**src/rtl/counter_pkg.sv**
```systemverilog
// counter_pkg: shared seven-segment code table and segment bit positions.
// Latency: n/a (constants and a pure function).
// Backpressure: n/a.
package counter_pkg;

   // Segment bit positions within the {g,f,e,d,c,b,a} display bus
   localparam int SEG_A = 0;
   localparam int SEG_B = 1;
   localparam int SEG_C = 2;
   localparam int SEG_D = 3;
   localparam int SEG_E = 4;
   localparam int SEG_F = 5;
   localparam int SEG_G = 6;

   // Active-low hex codes, entry n is the pattern for digit n (F in the top slot)
   localparam logic [15:0][6:0] SEG7_CODE_AL = {
      7'b0001110,  // F
      7'b0000110,  // E
      7'b0100001,  // d
      7'b1000110,  // C
      7'b0000011,  // b
      7'b0001000,  // A
      7'b0010000,  // 9
      7'b0000000,  // 8
      7'b1111000,  // 7
      7'b0000010,  // 6
      7'b0010010,  // 5
      7'b0011001,  // 4
      7'b0110000,  // 3
      7'b0100100,  // 2
      7'b1111001,  // 1
      7'b1000000   // 0
   };

   // Pattern for a nibble in the requested polarity (active-high is the bitwise inverse)
   function automatic logic [6:0] seg7_encode(input logic [3:0] v, input bit active_low);
      logic [6:0] code;
      code = SEG7_CODE_AL[v];
      return active_low ? code : ~code;
   endfunction

endpackage

```
**src/rtl/seg7_decoder.sv**
```systemverilog
// seg7_decoder: hex nibble to seven-segment pattern, polarity set by ACTIVE_LOW.
// Latency: purely combinational, zero cycles.
// Backpressure: none; output always follows input.
module seg7_decoder
   import counter_pkg::*;
#(
   parameter bit ACTIVE_LOW = 1'b1
) (
   input  logic [3:0] i_val,
   output logic [6:0] o_seg
);

   logic [6:0] w_code;

   // Look up the pattern, then place each segment explicitly on its named bit
   always_comb begin
      w_code       = seg7_encode(i_val, ACTIVE_LOW);
      o_seg        = '0;
      o_seg[SEG_A] = w_code[SEG_A];
      o_seg[SEG_B] = w_code[SEG_B];
      o_seg[SEG_C] = w_code[SEG_C];
      o_seg[SEG_D] = w_code[SEG_D];
      o_seg[SEG_E] = w_code[SEG_E];
      o_seg[SEG_F] = w_code[SEG_F];
      o_seg[SEG_G] = w_code[SEG_G];
   end

endmodule

```
**src/rtl/counter_mod_seg.sv**
```systemverilog
// counter_mod_seg: modulo-N up/down counter with prescaled enable, load, wrap pulse, 7-seg out.
// Latency: load/step take effect on the next edge; a step needs PRESCALE enabled edges; display is combinational.
// Backpressure: none; iEn gates progress, so oTc of one stage can drive iEn of the next.
module counter_mod_seg
   import counter_pkg::*;
#(
   parameter int WIDTH          = 4,
   parameter int MODULUS        = 16,
   parameter int PRESCALE       = 1,
   parameter bit SEG_ACTIVE_LOW = 1'b1
) (
   input  logic             CLK,
   input  logic             rst_n,
   input  logic             iEn,
   input  logic             iUp,
   input  logic             iLoad,
   input  logic [WIDTH-1:0] iD,
   output logic [WIDTH-1:0] oQ,
   output logic             oTc,
   output logic [6:0]       oDisplay
);

   localparam int               PS_W    = (PRESCALE > 1) ? $clog2(PRESCALE) : 1;
   localparam logic [PS_W-1:0]  PS_LAST = PS_W'(PRESCALE - 1);
   localparam logic [WIDTH-1:0] Q_LAST  = WIDTH'(MODULUS - 1);
   localparam logic [WIDTH:0]   MOD_EXT = (WIDTH + 1)'(MODULUS);

   logic [WIDTH-1:0] r_q;
   logic [PS_W-1:0]  r_ps;
   logic             r_tc;

   logic             w_ps_last;
   logic             w_at_last;
   logic             w_at_zero;
   logic [WIDTH-1:0] w_load_val;
   logic [3:0]       w_nibble;

   // Step/wrap qualifiers; out-of-range load values collapse to 0.
   // MODULUS need not be a power of two, so wraps compare against MODULUS-1 explicitly.
   always_comb begin
      w_ps_last  = (r_ps == PS_LAST);
      w_at_last  = (r_q == Q_LAST);
      w_at_zero  = (r_q == '0);
      w_load_val = ({1'b0, iD} < MOD_EXT) ? iD : '0;
   end

   // Count, prescaler and wrap-pulse registers; load beats enable, enable beats hold
   always_ff @(posedge CLK or negedge rst_n) begin
      if (!rst_n) begin
         r_q  <= '0;
         r_ps <= '0;
         r_tc <= 1'b0;
      end else if (iLoad) begin
         r_q  <= w_load_val;
         r_ps <= '0;
         r_tc <= 1'b0;
      end else if (iEn) begin
         if (w_ps_last) begin
            r_ps <= '0;
            if (iUp) begin
               r_q  <= w_at_last ? '0 : r_q + WIDTH'(1);
               r_tc <= w_at_last;
            end else begin
               r_q  <= w_at_zero ? Q_LAST : r_q - WIDTH'(1);
               r_tc <= w_at_zero;
            end
         end else begin
            r_ps <= r_ps + PS_W'(1);
            r_tc <= 1'b0;
         end
      end else begin
         r_tc <= 1'b0;
      end
   end

   // Only the low nibble is displayed; narrow counters are zero-extended
   generate
      if (WIDTH >= 4) begin : g_nib_wide
         assign w_nibble = r_q[3:0];
      end else begin : g_nib_narrow
         assign w_nibble = 4'(r_q);
      end
   endgenerate

   seg7_decoder #(
      .ACTIVE_LOW(SEG_ACTIVE_LOW)
   ) u_seg7 (
      .i_val(w_nibble),
      .o_seg(oDisplay)
   );

   assign oQ  = r_q;
   assign oTc = r_tc;

endmodule

```
**config.mk**
```make
export PLATFORM = sky130hd
export DESIGN_NAME = counter_mod_seg
export DESIGN_NICKNAME = d
export VERILOG_FILES = /design/src/rtl/counter_pkg.sv /design/src/rtl/seg7_decoder.sv /design/src/rtl/counter_mod_seg.sv
export SDC_FILE = /design/constraint.sdc
export NUM_CORES = 1
export LEC_CHECK = 0
export BUFFER_PORTS_ARGS = -buffer_cell sky130_fd_sc_hd__buf_2
export CORE_AREA = 2 2 39 41
export DETAILED_ROUTE_END_ITERATION = 16
export DIE_AREA = 0 0 41 43
export GPL_TIMING_DRIVEN = 0
export PLACE_DENSITY_LB_ADDON = 0.2
export SLEW_MARGIN = 20
export SYNTH_ARGS = -nofsm -noshare
export SYNTH_HDL_FRONTEND = slang
export SYNTH_SLANG_ARGS = --single-unit
```
**constraint.sdc**
```tcl
create_clock -name CLK -period 4.5 [get_ports CLK]
set_input_delay 0.225 -clock CLK [delete_from_list [all_inputs] [get_ports CLK]]
set_output_delay 0.225 -clock CLK [all_outputs]
set_load 0.05 [all_outputs]
```
==> impl_results.md <==
- Worst-Skew Late Latency: 0.24 ns
- HP Start: iD[0]
- First-pass GRT wire length: 2.40 mm
- Pin count of the biggest net entering global routing: 11
- DRC: 0
- Avg Synthesized Cell Area: 8.18 um2
- Synth Flop Type: dfrtp_1
- Worst Tran Pin Value: 0.301 ns
- Syn Inst Count: 72
- Seq/Total Area, Yosys: 21.2%
- Max-slew violations: 0
- Total number of vias: 629
- Layout area overhead: 24.8%
- Detail Route Antenna Nets: 0
- VDD IR-drop max: 173 uV
- Worst-case headroom to the max-slew limit: 79.9%
- Overall die width: 41 um
- Fmax: 448 MHz
- Share of the synthesized area in the top cell type: 21.2%
- Pleak: 0.000357 uW
- H-tree levels: 1
- Yosys warning count: 0
- I/O Buffers: 18
- Detailed-route wire length: 1.41 mm
- Worst-path clk slew: 0.04 ns
- Synth unique cells: 31
- DRT Pass-1 Iters: 4
- Die height: 43 um
- Area occupied by multi-input gates: 417 um2
- Initial antenna violation count: 0
- CP startpoint kind: flop
- Worst Hold Slack: 0.202 ns
- Period utilization: 49.6%
- Worst-path fanout max: 9
- Setup repair bufs after CTS: 0
- CP Capture Type: output pin
- CTS buffer count: 3
- Vias in the first global route: 557
- WL/cell: 12.7 um
- Number of flops mapped to enable cells by yosys: 0
- Dpl hpwl: 1.06 mm
- Syn nets: 87
- Synth Register Bits: 5
- Initial Util: 42.6%
- Setup CP Type: flop to output pin
- Leading area contributor after synthesis: dfrtp_1
- Fin util: 53.2%
- Row count: 14
- # IOs: 21
- Overflow after GRT: 0
- Layout cells sized above 1: 30.5%
- Clock sink total: 5
- Tot GR Track Use: 20.2%
- Fin. Hold Viols: 0
- FF/Latch Area: 125 um2
- Number of vias per cell: 5.67
- CORE AREA: 0.00138 mm2
- Longest Clk Path Bufs: 2
- Fin Setup TNS: 0 ns
- Status: complete, no violations
- Synth top cells by count: 8 x a21oi_1, 6 x ha_1
- Critical Path RT: 4.28 ns
- RSZ-0062 raised after global routing: false
- Crit path DAT: 2.01 ns
- Number of diodes: 0
- Cell with the most instances after synthesis: a21oi_1
- Max Cap Viol: 0
- Final setup viols: 0
- NumNets Final: 111
- Post-CTS Resized: 0
- Synthesized area: 589 um2
- Pwr per Cell Area: 364 mW/mm2
- R2r startpoint: oQ[0]$_DFFE_PN0P_
- Post-synth ARST share: 100%
- Iteration-0 DRC Markers: 19
- Hold-fix buffers, CTS: 1
- Gpl congestion: 0.839
- Post-layout min period: 2.23 ns
- Die Footprint: 0.00176 mm2
- Fill cells: 140
- Fin Clk Skew: 0.00206 ns
- Root Driver: clkbuf_4
- Crit. Startpoint: oQ[0]$_DFFE_PN0P_
- TritonCTS clock tree: yes
- Top cells by area, synth: dfrtp_1 21%, ha_1 13%, mux2i_1 8.5%
- Worst hold path type: primary input to flop
==> state kept, by name, summed over array words and instances (netlist names) <==
signal,cells
oTc,1
oQ,4
==> cells by family after synthesis <==
| family | synth area share [%] |
|---|---|
| flip-flops | 21.2 |
| AND/OR/NAND/NOR | 18.9 |
| AO/OA/AOI/OAI | 26.8 |
| adder cells (fa/ha/maj) | 12.7 |
| multiplexers | 12.3 |
| buffers and inverters | 8.07 |
==> report_power, final <==
part	switching, uW	total (uW)	leakage [uW]	internal, uW
clock	16.7	50.2	0.0000150	33.4
combinational	113	161	0.000280	48.1
sequential	7.42	57.0	0.0000615	49.5
total	137	268	0.000357	131
==> layout make-up <==
| type | count | area share, % |
|---|---|---|
| clock buffers | 4 | 3.57 |
| inverters | 6 | 3.06 |
| multi-input cells | 57 | 56.6 |
| repair buffers | 19 | 13.6 |
| plain buffers | 4 | 3.40 |
| flip-flops and latches | 5 | 17.0 |
| well taps | 16 | 2.72 |
==> critical path: stages, from the launching register on <==
cell	delay, ns
dfrtp_1	0.47
inv_1	0.21
ha_1	0.37
inv_1	0.06
mux4_2	0.43
buf_2	0.22
==> metal layers <==
| layer | global-route usage [%] | vias up | wire length [um] |
|---|---|---|---|
| li1 | - | 310 | - |
| met1 | 27.9 | 294 | 665 |
| met2 | 26.9 | 25 | 668 |
| met3 | 4.71 | 0 | 74 |
| met4 | 13.3 | 0 | 0 |
| met5 | 0 | - | 0 |
==> path summary, 6_finish.rpt <==
check	endpoint	slack (ns)	cells after the start
max reg2reg	oQ[2]$_DFFE_PN0P_	2.55	6
max in group asynchronous	oQ[1]$_DFFE_PN0P_	4.03	2
min in group asynchronous	oTc$_DFF_PN0_	0.34	2
max	oDisplay[3]	2.27	5
min reg2reg	oQ[1]$_DFFE_PN0P_	0.72	2
min	oQ[0]$_DFFE_PN0P_	0.20	3
==> cell usage in the layout, fill, tap and decap left out, drive strengths merged <==
master	count
o21ai	6
o211ai	1
nor2b	1
o32ai	1
dlygate4sd3	1
buf	22
clkbuf	4
o2bb2ai	1
o31ai	1
clkinv	1
a31oi	2
nor2	4
mux4	1
mux2i	5
nand3	1
o22ai	2
or3	2
a31o	1
a21oi	8
ha	6
nand2	4
inv	5
or4b	1
nand2b	4
nor3	1
a22o	1
dfrtp	5
a2111o	1
nand4	2
==> through the flow <==
| stage | cells | power (uW) | setup slack [ns] | area, um2 |
|---|---|---|---|---|
| final | 111 | 268 | 2.27 | 736 |
| after global routing | 111 | 287 | 2.16 | 736 |
| after CTS | 111 | 270 | 2.27 | 736 |
| after detailed placement | 106 | 217 | 2.53 | 699 |
| after global placement | 106 | 216 | 2.56 | 699 |
| after floorplan | 72 | 184 | 1.91 | 589 |
Power figures use the tool's default switching activity.
